$ cat config.mk
export PLATFORM = sky130hd
export DESIGN_NAME = arbitro_somador_sinal
export DESIGN_NICKNAME = d
export VERILOG_FILES = /design/src/rtl/arbitro_somador_sinal.sv
export SDC_FILE = /design/constraint.sdc
export NUM_CORES = 1
export LEC_CHECK = 0
export ABC_AREA = 1
export BUFFER_PORTS_ARGS = -buffer_cell sky130_fd_sc_hd__buf_2
export CAP_MARGIN = 20
export CORE_UTILIZATION = 45
export CTS_BUF_LIST = sky130_fd_sc_hd__clkbuf_4
export CTS_CLUSTER_SIZE = 8
export DETAILED_ROUTE_END_ITERATION = 8
export PLACE_DENSITY_LB_ADDON = 0.1
export SETUP_SLACK_MARGIN = 0.05
export SLEW_MARGIN = 20
export SYNTH_ARGS = -nofsm -noshare
export SYNTH_HDL_FRONTEND = slang
export SYNTH_SLANG_ARGS = --single-unit
$ cat constraint.sdc
create_clock -name clk -period 2.2 [get_ports clk]
set_input_delay 0.44 -clock clk [delete_from_list [all_inputs] [get_ports clk]]
set_output_delay 0.44 -clock clk [all_outputs]
set_load 0.01 [all_outputs]
$ cat src/rtl/arbitro_somador_sinal.sv
// Round-robin arbiter sharing one mixed-signedness adder between two requesters.
// Optional SATURACAO_EN clamps the result to the limits of its type on overflow.
module arbitro_somador_sinal #(
   parameter int LARGURA_A = 8,
   parameter int LARGURA_B = 4
) (
   input  logic                 clk,
   input  logic                 rst,
   input  logic [1:0]           req_valid,
   output logic [1:0]           req_ready,
   input  logic [LARGURA_A-1:0] op_a0,
   input  logic [LARGURA_A-1:0] op_a1,
   input  logic [LARGURA_B-1:0] op_b0,
   input  logic [LARGURA_B-1:0] op_b1,
   input  logic [1:0]           codigo0,
   input  logic [1:0]           codigo1,
   output logic                 resp_valid,
   input  logic                 resp_ready,
   output logic                 resp_id,
   output logic [LARGURA_A-1:0] saida,
   output logic                 overflow,
   output logic [7:0]           contador_ops
);

   localparam int W = LARGURA_A + 2;
   // Limits of the result type, expressed in the extended sum width
   localparam logic [W-1:0] MAX_U = {{2{1'b0}}, {LARGURA_A{1'b1}}};
   localparam logic [W-1:0] MAX_S = {{3{1'b0}}, {(LARGURA_A-1){1'b1}}};
   localparam logic [W-1:0] MIN_S = {{3{1'b1}}, {(LARGURA_A-1){1'b0}}};

   typedef enum logic [1:0] {OCIOSO = 2'd0, CALCULA = 2'd1, ENTREGA = 2'd2} estado_t;

   estado_t              estado_q, estado_d;
   logic                 ultimo_q, ultimo_d;
   logic                 id_q, id_d;
   logic [LARGURA_A-1:0] op_a_q, op_a_d;
   logic [LARGURA_B-1:0] op_b_q, op_b_d;
   logic [1:0]           codigo_q, codigo_d;
   logic                 resp_valid_q, resp_valid_d;
   logic                 resp_id_q, resp_id_d;
   logic [LARGURA_A-1:0] saida_q, saida_d;
   logic                 overflow_q, overflow_d;
   logic [7:0]           contador_q, contador_d;

   logic                 concede_s;
   logic                 escolha_s;
   logic [W-1:0]         a_ext_s, b_ext_s, soma_s;
   logic                 acima_s, abaixo_s;
   logic [LARGURA_A-1:0] resultado_s;

   // Grant selection, active only while idle; ties go to the requester not served last
   always_comb begin
      concede_s = 1'b0;
      escolha_s = 1'b0;
      if (estado_q == OCIOSO) begin
         case (req_valid)
            2'b01:   begin concede_s = 1'b1; escolha_s = 1'b0;      end
            2'b10:   begin concede_s = 1'b1; escolha_s = 1'b1;      end
            2'b11:   begin concede_s = 1'b1; escolha_s = ~ultimo_q; end
            default: begin concede_s = 1'b0; escolha_s = 1'b0;      end
         endcase
      end else begin
         concede_s = 1'b0;
         escolha_s = 1'b0;
      end
      if (concede_s) begin
         req_ready = escolha_s ? 2'b10 : 2'b01;
      end else begin
         req_ready = 2'b00;
      end
   end

   // Extended sum, overflow detection and the value presented as result
   always_comb begin
      a_ext_s  = {{(W-LARGURA_A){codigo_q[0] & op_a_q[LARGURA_A-1]}}, op_a_q};
      b_ext_s  = {{(W-LARGURA_B){codigo_q[1] & op_b_q[LARGURA_B-1]}}, op_b_q};
      soma_s   = a_ext_s + b_ext_s;
      acima_s  = 1'b0;
      abaixo_s = 1'b0;
      if (codigo_q == 2'b00) begin
         acima_s  = (soma_s > MAX_U);
         abaixo_s = 1'b0;
      end else begin
         acima_s  = ($signed(soma_s) > $signed(MAX_S));
         abaixo_s = ($signed(soma_s) < $signed(MIN_S));
      end
`ifdef SATURACAO_EN
      if (acima_s && (codigo_q == 2'b00)) begin
         resultado_s = {LARGURA_A{1'b1}};
      end else if (acima_s) begin
         resultado_s = {1'b0, {(LARGURA_A-1){1'b1}}};
      end else if (abaixo_s) begin
         resultado_s = {1'b1, {(LARGURA_A-1){1'b0}}};
      end else begin
         resultado_s = soma_s[LARGURA_A-1:0];
      end
`else
      resultado_s = soma_s[LARGURA_A-1:0];
`endif
   end

   // Sequencer next-state: accept, compute, deliver
   always_comb begin
      estado_d     = estado_q;
      ultimo_d     = ultimo_q;
      id_d         = id_q;
      op_a_d       = op_a_q;
      op_b_d       = op_b_q;
      codigo_d     = codigo_q;
      resp_valid_d = resp_valid_q;
      resp_id_d    = resp_id_q;
      saida_d      = saida_q;
      overflow_d   = overflow_q;
      contador_d   = contador_q;
      case (estado_q)
         OCIOSO: begin
            if (concede_s) begin
               op_a_d   = escolha_s ? op_a1 : op_a0;
               op_b_d   = escolha_s ? op_b1 : op_b0;
               codigo_d = escolha_s ? codigo1 : codigo0;
               id_d     = escolha_s;
               ultimo_d = escolha_s;
               estado_d = CALCULA;
            end else begin
               estado_d = OCIOSO;
            end
         end
         CALCULA: begin
            saida_d      = resultado_s;
            overflow_d   = acima_s | abaixo_s;
            resp_id_d    = id_q;
            resp_valid_d = 1'b1;
            estado_d     = ENTREGA;
         end
         ENTREGA: begin
            if (resp_ready) begin
               resp_valid_d = 1'b0;
               contador_d   = contador_q + 8'd1;
               estado_d     = OCIOSO;
            end else begin
               estado_d = ENTREGA;
            end
         end
         default: begin
            resp_valid_d = 1'b0;
            estado_d     = OCIOSO;
         end
      endcase
   end

   // State and output registers; reset discards any in-flight request
   always_ff @(posedge clk or posedge rst) begin
      if (rst) begin
         estado_q     <= OCIOSO;
         ultimo_q     <= 1'b1;
         id_q         <= 1'b0;
         op_a_q       <= {LARGURA_A{1'b0}};
         op_b_q       <= {LARGURA_B{1'b0}};
         codigo_q     <= 2'b00;
         resp_valid_q <= 1'b0;
         resp_id_q    <= 1'b0;
         saida_q      <= {LARGURA_A{1'b0}};
         overflow_q   <= 1'b0;
         contador_q   <= 8'd0;
      end else begin
         estado_q     <= estado_d;
         ultimo_q     <= ultimo_d;
         id_q         <= id_d;
         op_a_q       <= op_a_d;
         op_b_q       <= op_b_d;
         codigo_q     <= codigo_d;
         resp_valid_q <= resp_valid_d;
         resp_id_q    <= resp_id_d;
         saida_q      <= saida_d;
         overflow_q   <= overflow_d;
         contador_q   <= contador_d;
      end
   end

   assign resp_valid   = resp_valid_q;
   assign resp_id      = resp_id_q;
   assign saida        = saida_q;
   assign overflow     = overflow_q;
   assign contador_ops = contador_q;

endmodule

==> results of run 1 <==
==> power breakdown <==
group | total [mW] | internal (mW) | leakage [nW] | switching, mW
Sequential | 1.25 | 1.01 | 0.440 | 0.240
Combinational | 2.21 | 0.879 | 0.897 | 1.33
Clock | 0.358 | 0.134 | 0.0293 | 0.224
Total | 3.82 | 2.02 | 1.37 | 1.80
==> stage by stage <==
stage / instances / total power [mW] / utilization / hold WS (ns)
floorplan: 261 / 2.88 / - / 0.444
global placement: 365 / 3.40 / 0.548 / 0.450
detailed placement: 365 / 3.44 / 0.548 / 0.453
CTS: 375 / 3.83 / 0.565 / 0.190
global route: 375 / 4.25 / 0.568 / 0.225
finish: 375 / 3.82 / 0.568 / 0.178
==> cell families after synthesis <==
kind of cell / Yosys count
compound gates: 20
xor+xnor: 10
fa+ha+maj: 8
buf+inv: 35
flops: 37
mux: 1
simple gates: 150
==> registers in the layout, indices dropped and copies added, names as in the netlist, 2 cells and up <==
| signal | cells |
|---|---|
| saida | 8 |
| op_b_q | 4 |
| contador_ops | 8 |
| estado_q | 2 |
| codigo_q | 2 |
| op_a_q | 8 |
==> layout by cell type, fill, tap and decap left out, types with 2 or more instances in the layout <==
master,n
buf_4,6
nor3_1,2
xnor2_1,4
dfrtp_2,2
buf_2,53
o21ai_0,8
o211ai_1,3
nand2_1,84
inv_1,28
clkinvlp_4,2
nor2_2,3
clkbuf_4,6
nand2_2,6
nand3_1,36
nor2_1,13
dfrtp_1,34
nand2_4,2
xor2_1,6
a21oi_1,3
ha_1,7
==> area by class of cell <==
type	count	area, sq um
multi-input combinational	189	996
tap	52	65.1
fill	438	1880
clock inverter	2	11.3
timing repair buffer	59	310
inverter	30	116
clock buffer	6	45.0
sequential	37	930
==> what timing repair did <==
action	in CTS	in global routing
setup buffers	2	0
resized for setup	1	6
setup endpoints to repair	1	1
==> worst reg2reg max path: cells and delay by family (launching register included) <==
| family | cells | cell delay [ns] |
|---|---|---|
| adders and majority gates | 2 | 0.59 |
| and+or+nand+nor | 10 | 0.83 |
| DFF | 1 | 0.40 |
==> final timing paths <==
| path | endpoint | depth (start not counted) |
|---|---|---|
| min in group clk | codigo_q[1]$_DFFE_PP0P_ | 3 |
| min reg2reg | contador_ops[7]$_DFFE_PP0P_ | 1 |
| max | req_ready[0] | 5 |
| max in group asynchronous | codigo_q[1]$_DFFE_PP0P_ | 3 |
| min | contador_ops[0]$_DFFE_PP0P_ | 3 |
| max reg2reg | overflow$_DFFE_PP0P_ | 12 |
==> metal layers <==
layer  routed length, um  vias to the layer above  GRT usage
li1                    -                      951          -
met1                2050                      760      0.254
met2                1800                       48      0.296
met3                 200                        7     0.0378
met4                  68                        0     0.0680
met5                   0                        -          0
==> results.ini, run 1 <==
[yosys]
ys_types=30
syn_nets=302
ys.flop_type=dfrtp_1
yosysMostFrequentCell=nand2_1
synth_top_family_by_area=simple AND/OR/NAND/NOR gates
synth_top_area_frac=0.439
synthSimpleGateAreaFrac=0.323
ys_seq_area_frac=0.452
synth_top_area_cell=dfrtp_1
yosys_warnings=0
syn_inst=261
synthArstFlopShare=1.00
synth_compound_area_frac=0.0567
synth_edf_count=0
synth_xor_area_frac=0.0427
yosys-mux-area-fraction=0.00549
synth_area_sq_mm=0.00205
yosys_register_bits=37
synth_adder_area_share=0.0524
ys_top_cells_by_count=nand2_1, dfrtp_1, nand3_1
syn_area_per_cell_sq_um=7.86
netlist_top_cells_area=dfrtp_1, nand2_1, nand3_1, inv_1, ha_1

[sta]
period_share=0.895
drv_slew=0
worstMarginPinSlew_ns=0.455
min_period_ns=1.97
tns_ns=0
slew-limit-headroom=0.696
setup_viol=0
setup_ws_ns=0.230
final-hold-violation-count=0
rsz0062_at_grt=false
finClkSkew_ns=0.0191
fmax_mhz=508

[die]
core_sq_mm=0.00435
rows=24
initial_core_util=0.471
dieWidth_um=69.5
dieArea_sq_mm=0.00483
chipHeight_um=69.5
ios=54

[placed_design]
dp_hpwl_mm=3.19
place_ws_ns=0.160
gp_congestion=0.863
io_buffers=53
dpl_cell_area_sq_mm=0.00238

[critical_path]
crit_type=reg -> out
worst_path_max_delay_cell=dfstp_2
cp_top_family=flip-flops
max_stage_delay_ns=0.54
critPathRequiredTime_ns=1.76
path_buf_inv=2
startpoint=ultimo_q$_DFFE_PP1P_
ff2ff_setup_slack_ns=0.28
worstPathArrival_ns=1.53
cp-start-kind=flop
timing.rr.start=op_a_q[0]$_DFFE_PP0P_
crit_chain=nand2_1 > nand3_1 > clkinvlp_4 > nor2_1 > buf_2
path_max_fanout=3
critPathCaptureType=output port

[run_status]
status=finished clean

[global_route]
first_global_vias=1674
gr-total-overflow=0
grt_pass1_wl_mm=7.26
antenna_found_initial=0
grt_util_all_layers=0.187
grt_max_degree=38

[clocking]
ctsHoldBuffers=0
path_clk_slew_ns=0.12
cts_tree=yes
cts_buffers=5
cts-root-buf=clkbuf_4
h-tree-depth=2
clk_latency_ns=0.35
clock_path_buffers=2
cts.sinks=37

[cells_and_area]
finalInstanceArea_sq_mm=0.00247
diodes=0
nNetsFinal=363
syn2layout_area_growth_pct=20.5
drive_gt1_frac=0.276

[power]
p_leak_nw=1.37
powerDensity_mw_per_mm2=1550
peakVddDrop_mv=0.573

[run]
maxCapViolCount=0

[route]
drcViolationCount=0
via_per_inst=4.71
wire_per_inst_um=11.0
totalWireLength_mm=4.12
vias=1766
antenna_left=0
drt-pass1-iter-count=4
first_iter_violations=47

[worst_hold_path]
hold_class=in -> async

(Power assumes the default switching activity.)
==> run 2: changes to the inputs <==
--- a/config.mk
+++ b/config.mk
@@ -5,7 +5,6 @@
 export SDC_FILE = /design/constraint.sdc
 export NUM_CORES = 1
 export LEC_CHECK = 0
-export ABC_AREA = 1
 export BUFFER_PORTS_ARGS = -buffer_cell sky130_fd_sc_hd__buf_2
 export CAP_MARGIN = 20
 export CORE_UTILIZATION = 45
==> run 2 against run 1 <==
Final area up 14%; count of clock-buffer cells in the layout unchanged; final cell count down 0.80%; first-iteration DRC count rose to 3.5 times the previous value; core utilization up 2.7 points; routed wire length up 19%; worst setup slack worse by 0.17 ns; largest power group unchanged; clock power up 36%; total power up 19%; critical path type is now reg -> reg; flip-flop and latch count unchanged; sequential power about the same; non-clock buffer count up 15.
==> results.ini, run 2 <==
[global_route]
grt_max_degree=38  ; unchanged
gr-total-overflow=0  ; unchanged
antenna_found_initial=0  ; unchanged
first_global_vias=1869  ; +12%
grt_pass1_wl_mm=8.44  ; +16%
grt_util_all_layers=0.205  ; +0.0182

[critical_path]
worst_path_max_delay_cell=dfrtp_1
max_stage_delay_ns=0.46  ; -0.08 ns
timing.rr.start=op_b_q[1]$_DFFE_PP0P_
cp-start-kind=flop
worstPathArrival_ns=2.42  ; +0.89 ns
critPathRequiredTime_ns=2.47  ; +0.71 ns
startpoint=op_b_q[1]$_DFFE_PP0P_
crit_type=reg -> reg
crit_chain=ha_4 > a211o_1 > a21oi_4 > o22a_2 > o21ai_4 > o311ai_4 > o221ai_2 > o22ai_1
path_max_fanout=6  ; +3
critPathCaptureType=flop

[sta]
fmax_mhz=467  ; -8.1%
min_period_ns=2.14  ; +0.173 ns
rsz0062_at_grt=true
period_share=0.974  ; +0.0787
slew-limit-headroom=0.690  ; -0.00648
worstMarginPinSlew_ns=0.465  ; +0.00972 ns
final-hold-violation-count=0  ; unchanged
tns_ns=0  ; unchanged
setup_ws_ns=0.0573  ; -0.173 ns
setup_viol=0  ; unchanged
finClkSkew_ns=0.0189  ; -0.000147 ns
drv_slew=0  ; unchanged

[yosys]
syn_area_per_cell_sq_um=9.39  ; +19%
synth_edf_count=0  ; unchanged
syn_inst=237  ; -9.2%
synthArstFlopShare=1.00  ; unchanged
ys_types=52  ; +73%
synth_top_area_frac=0.405  ; -0.0341
netlist_top_cells_area=dfrtp_1, a222oi_1, xnor2_1, ha_1, nand2_1
yosys_warnings=0  ; unchanged
synth_area_sq_mm=0.00222  ; +8.4%
ys_seq_area_frac=0.417  ; -0.0351
ys_top_cells_by_count=dfrtp_1, nand2_1, inv_1
syn_nets=278  ; -7.9%
yosys_register_bits=37  ; unchanged
yosysMostFrequentCell=dfrtp_1
synth_top_area_cell=dfrtp_1
ys.flop_type=dfrtp_1

[placed_design]
dp_hpwl_mm=3.66  ; +14%
dp.cells=361  ; -1.1%
io_buffers=53  ; unchanged
gp_congestion=0.852  ; -1.3%
place_ws_ns=-0.0134  ; -0.174 ns

[route]
first_iter_violations=166  ; +250%
drcViolationCount=0  ; unchanged
vias=1977  ; +12%
drt-pass1-iter-count=4  ; unchanged
via_per_inst=5.31  ; +13%
antenna_left=0  ; unchanged
wire_per_inst_um=13.1  ; +20%
totalWireLength_mm=4.89  ; +19%

[cells_and_area]
drive_gt1_frac=0.344  ; +0.0687
final_cell_mix=buf_2, dfrtp_1, nand2_1
syn2layout_area_growth_pct=27.1
instances_no_fill=372  ; -0.80%
final_common_cell=buf_2
fillers=454  ; +3.7%
nNetsFinal=345  ; -5.0%
diodes=0  ; unchanged

[die]
initial_core_util=0.468  ; -0.00337
rows=25  ; +4.2%
ios=54  ; unchanged
dieWidth_um=72.3  ; +4.0%
dieArea_sq_mm=0.00523  ; +8.2%
core_sq_mm=0.00475  ; +9.2%
chipHeight_um=72.3  ; +4.0%

[run_status]
status=finished clean

[worst_hold_path]
hold_class=in -> async

[clocking]
h-tree-depth=2  ; unchanged
clock_path_buffers=2  ; unchanged
cts_buffers=5  ; unchanged
cts.sinks=37  ; unchanged
path_clk_slew_ns=0.12  ; about the same
ctsHoldBuffers=0  ; unchanged
cts_tree=yes
clk_latency_ns=0.35  ; about the same
cts-root-buf=clkbuf_4

[power]
peakVddDrop_mv=0.758  ; +32%
powerDensity_mw_per_mm2=1600  ; +3.8%
p_leak_nw=1.38  ; +0.82%

[run]
maxCapViolCount=0  ; unchanged

[run 2: stage by stage]
| stage | hold WS (ns) | area (sq um) | utilization | power [mW] |
|---|---|---|---|---|
| after floorplan | 0.439 | 2240 | - | 3.13 |
| after global placement | 0.451 | 2670 | 0.561 | 3.88 |
| after detailed placement | 0.461 | 2670 | 0.561 | 3.91 |
| after CTS | 0.176 | 2770 | 0.582 | 4.45 |
| after global routing | 0.206 | 2830 | 0.595 | 4.94 |
| final | 0.172 | 2830 | 0.595 | 4.54 |
[run 2: worst paths after layout]
check,to,slack (ns),cells past startpoint
min,resp_id$_DFFE_PP0P_,0.17,3
min reg2reg,contador_ops[7]$_DFFE_PP0P_,0.48,1
min in group clk,op_b_q[2]$_DFFE_PP0P_,0.29,3
max,overflow$_DFFE_PP0P_,0.06,8
max reg2reg,overflow$_DFFE_PP0P_,0.06,8
max in group asynchronous,op_b_q[3]$_DFFE_PP0P_,1.66,3
[run 2: per-layer routing]
layer  routed length [um]  part of all wire  track usage
met1                 2340              0.48        0.272
met2                 2280              0.47        0.342
met3                  186             0.038       0.0306
met4                   76             0.016       0.0719
met5                    0                 0            0
[run 2: logic make-up (layout without fill, tap and decap cells)]
kind of cell / after synthesis / count (layout) / share of synthesized area
AND/OR/NAND/NOR: 69 / 69 / 0.153
AO/OA/AOI/OAI: 67 / 67 / 0.234
flip-flops: 37 / 37 / 0.417
buffers and inverters: 36 / 104 / 0.0664
XOR/XNOR: 16 / 16 / 0.0630
adder cells (fa/ha/maj): 8 / 8 / 0.0484
multiplexers: 4 / 4 / 0.0186
[run 2: report_power, final]
| part | internal [mW] | switching, mW |
|---|---|---|
| clock | 0.254 | 0.234 |
| sequential | 0.997 | 0.284 |
| combinational | 1.31 | 1.46 |
| total | 2.56 | 1.98 |
[run 2: final cells by class]
class | instances | area, sq um | share of cell area
multi-input combinational | 164 | 1220 | 0.433
sequential | 37 | 928 | 0.328
timing repair buffer | 74 | 423 | 0.150
inverter | 22 | 85.1 | 0.0301
tap | 67 | 83.8 | 0.0296
clock buffer | 6 | 45.0 | 0.0159
clock inverter | 2 | 38.8 | 0.0137
[run 2: worst max-delay path, delay by kind of cell, from the launching register on]
family	cells	cell delay, ns
fa+ha+maj	1	0.24
flops	1	0.46
compound gates	7	1.38
[run 2: timing repair]
item / in CTS / in global routing
setup endpoints to repair: 1 / 2
pin swaps: 1 / 8
buffers inserted: 1 / 2
resized for setup: 4 / 9
==> run 3: changes to the inputs <==
--- a/config.mk
+++ b/config.mk
@@ -7,10 +7,12 @@
 export LEC_CHECK = 0
 export BUFFER_PORTS_ARGS = -buffer_cell sky130_fd_sc_hd__buf_2
 export CAP_MARGIN = 20
+export CORE_MARGIN = 8
 export CORE_UTILIZATION = 45
 export CTS_BUF_LIST = sky130_fd_sc_hd__clkbuf_4
 export CTS_CLUSTER_SIZE = 8
 export DETAILED_ROUTE_END_ITERATION = 8
+export GPL_TIMING_DRIVEN = 1
 export PLACE_DENSITY_LB_ADDON = 0.1
 export SETUP_SLACK_MARGIN = 0.05
 export SLEW_MARGIN = 20
==> constraint.sdc (replaced) <==
create_clock -name clk -period 2.2 [get_ports clk]
set_input_delay 0.22 -clock clk [delete_from_list [all_inputs] [get_ports clk]]
set_output_delay 0.22 -clock clk [all_outputs]
set_load 0.01 [all_outputs]
==> run 3 against run 2 <==
Largest power group unchanged; routed wire length grew 8.8%; hold slack lost 0.10 ns; global-route usage shrank 5.7 points; first-iteration DRC count shrank 14%; maximum frequency grew 0.98%; clock skew shrank 0.0012 ns; critical endpoint unchanged; final area grew 0.89%.
==> results.ini, run 3 (synthesis gave the netlist of run 2 again) <==
[run_status]
status=finished clean

[power]
p_leak_nw=1.40  ; +1.8%
peakVddDrop_mv=0.829  ; +9.4%
powerDensity_mw_per_mm2=1570  ; -1.9%

[clocking]
clock_path_buffers=2  ; unchanged
clk_latency_ns=0.35  ; about the same
cts_buffers=5  ; unchanged
cts.sinks=37  ; unchanged
path_clk_slew_ns=0.12  ; about the same
cts_tree=yes
cts-root-buf=clkbuf_4
h-tree-depth=2  ; unchanged

[cells_and_area]
finalInstanceArea_sq_mm=0.00285  ; +0.89%
area.sequential_sq_um=928  ; unchanged
fillers=454  ; unchanged
drive_gt1_frac=0.349  ; +0.00510
nNetsFinal=352  ; +2.0%
final_cell_mix=buf_2, dfrtp_1, buf_4
final_common_cell=buf_2
final_util=0.600  ; +0.00526
instances_no_fill=379  ; +1.9%
syn2layout_area_growth_pct=28.2
diodes=0  ; unchanged
multi_input_area_sq_mm=0.00122  ; -0.51%

[critical_path]
critPathCaptureType=flop
critPathRequiredTime_ns=2.43  ; -0.04 ns
path_buf_inv=1  ; +1
crit_chain=ha_1 > buf_4 > a21oi_1 > a31oi_1 > o311ai_0 > o211ai_1 > o221ai_2 > o22ai_1
path_max_fanout=4  ; -2
worstPathArrival_ns=2.35  ; -0.07 ns
cp_top_family=compound AO/OA/AOI/OAI gates
crit_type=reg -> reg
cp-start-kind=flop
max_stage_delay_ns=0.46  ; about the same
worst_path_max_delay_cell=dfrtp_2

[die]
dieArea_sq_mm=0.00745  ; +42%
rows=25  ; unchanged
chipHeight_um=86.3  ; +19%
ios=54  ; unchanged
dieWidth_um=86.3  ; +19%
initial_core_util=0.468  ; unchanged
core_sq_mm=0.00475  ; unchanged

[placed_design]
dpl_cell_area_sq_mm=0.00270  ; +1.1%
io_buffers=53  ; unchanged
dp.cells=365  ; +1.1%
dp_hpwl_mm=4.02  ; +10%
gp_congestion=0.817  ; -4.1%

[route]
antenna_left=0  ; unchanged
vias=2043  ; +3.3%
drcViolationCount=0  ; unchanged
totalWireLength_mm=5.31  ; +8.8%
drt-pass1-iter-count=4  ; unchanged
wire_per_inst_um=14.0  ; +6.8%
first_iter_violations=142  ; -14%
via_per_inst=5.39  ; +1.4%

[sta]
finClkSkew_ns=0.0177  ; -0.00119 ns
period_share=0.965  ; -0.00947
setup_viol=0  ; unchanged
slew-limit-headroom=0.696  ; +0.00636
min_period_ns=2.12  ; -0.0208 ns
drv_slew=0  ; unchanged
rsz0062_at_grt=true
fin_hold_ws_ns=0.0683  ; -0.104 ns
worstMarginPinSlew_ns=0.455  ; -0.00954 ns
fmax_mhz=471  ; +0.98%
final-hold-violation-count=0  ; unchanged
tns_ns=0  ; unchanged

[run]
maxCapViolCount=0  ; unchanged

[worst_hold_path]
hold_class=in -> reg

[global_route]
gr-total-overflow=0  ; unchanged
grt_util_all_layers=0.148  ; -0.0567
grt_max_degree=38  ; unchanged
grt_pass1_wl_mm=8.99  ; +6.5%
first_global_vias=2019  ; +8.0%
antenna_found_initial=0  ; unchanged

-- run 3: per-stage QoR --
stage / total power [mW] / setup WS [ns]
global route: 4.92 / -0.0983
finish: 4.49 / 0.0781
CTS: 4.43 / 0.0528
detailed placement: 3.97 / -0.0376
global placement: 3.93 / 0.0186
floorplan: 3.13 / 0.0887
-- run 3: worst reg2reg max path: stages, from the launching register on --
cell      delay [ns]
dfrtp_2         0.46
ha_1            0.32
buf_4           0.15
a21oi_1         0.17
a31oi_1         0.14
o311ai_0        0.36
o211ai_1        0.16
o221ai_2        0.15
o22ai_1         0.10
-- run 3: layout make-up --
| class | count | share of cell area |
|---|---|---|
| well taps | 67 | 0.0294 |
| inverters | 22 | 0.0298 |
| repair buffers | 81 | 0.168 |
| multi-input cells | 164 | 0.427 |
| flip-flops and latches | 37 | 0.325 |
| clock inverters | 3 | 0.00789 |
| clock buffers | 5 | 0.0132 |
-- run 3: routing by layer --
layer | track usage | wire length, um
met5 | 0 | 0
met4 | 0.0438 | 54
met3 | 0.0463 | 367
met2 | 0.232 | 2420
met1 | 0.190 | 2470
-- run 3: path summary, 6_finish.rpt --
path	start	end	slack (ns)	depth (start not counted)
max in group asynchronous	rst	op_b_q[3]$_DFFE_PP0P_	1.35	4
worst min-delay path	op_a0[0]	op_a_q[0]$_DFFE_PP0P_	0.07	3
worst max-delay path	op_b_q[3]$_DFFE_PP0P_	overflow$_DFFE_PP0P_	0.08	8
worst max register to register	op_b_q[3]$_DFFE_PP0P_	overflow$_DFFE_PP0P_	0.08	8
worst min register to register	contador_ops[7]$_DFFE_PP0P_	contador_ops[7]$_DFFE_PP0P_	0.47	1
min in group asynchronous	rst	saida[0]$_DFFE_PP0P_	0.49	4
-- run 3: power by group --
group,internal [mW],switching [mW],leakage [nW]
Clock,0.126,0.241,0.0352
Sequential,0.998,0.274,0.456
Combinational,1.36,1.49,0.911
-- run 3: what timing repair did --
item	4_1_cts	5_1_grt
gates resized for setup	6	6
pin swaps	0	2
hold endpoints to repair	36	0
setup buffers	3	2
cloned	0	0
hold buffers	1	0
endpoints found under the setup margin	1	2
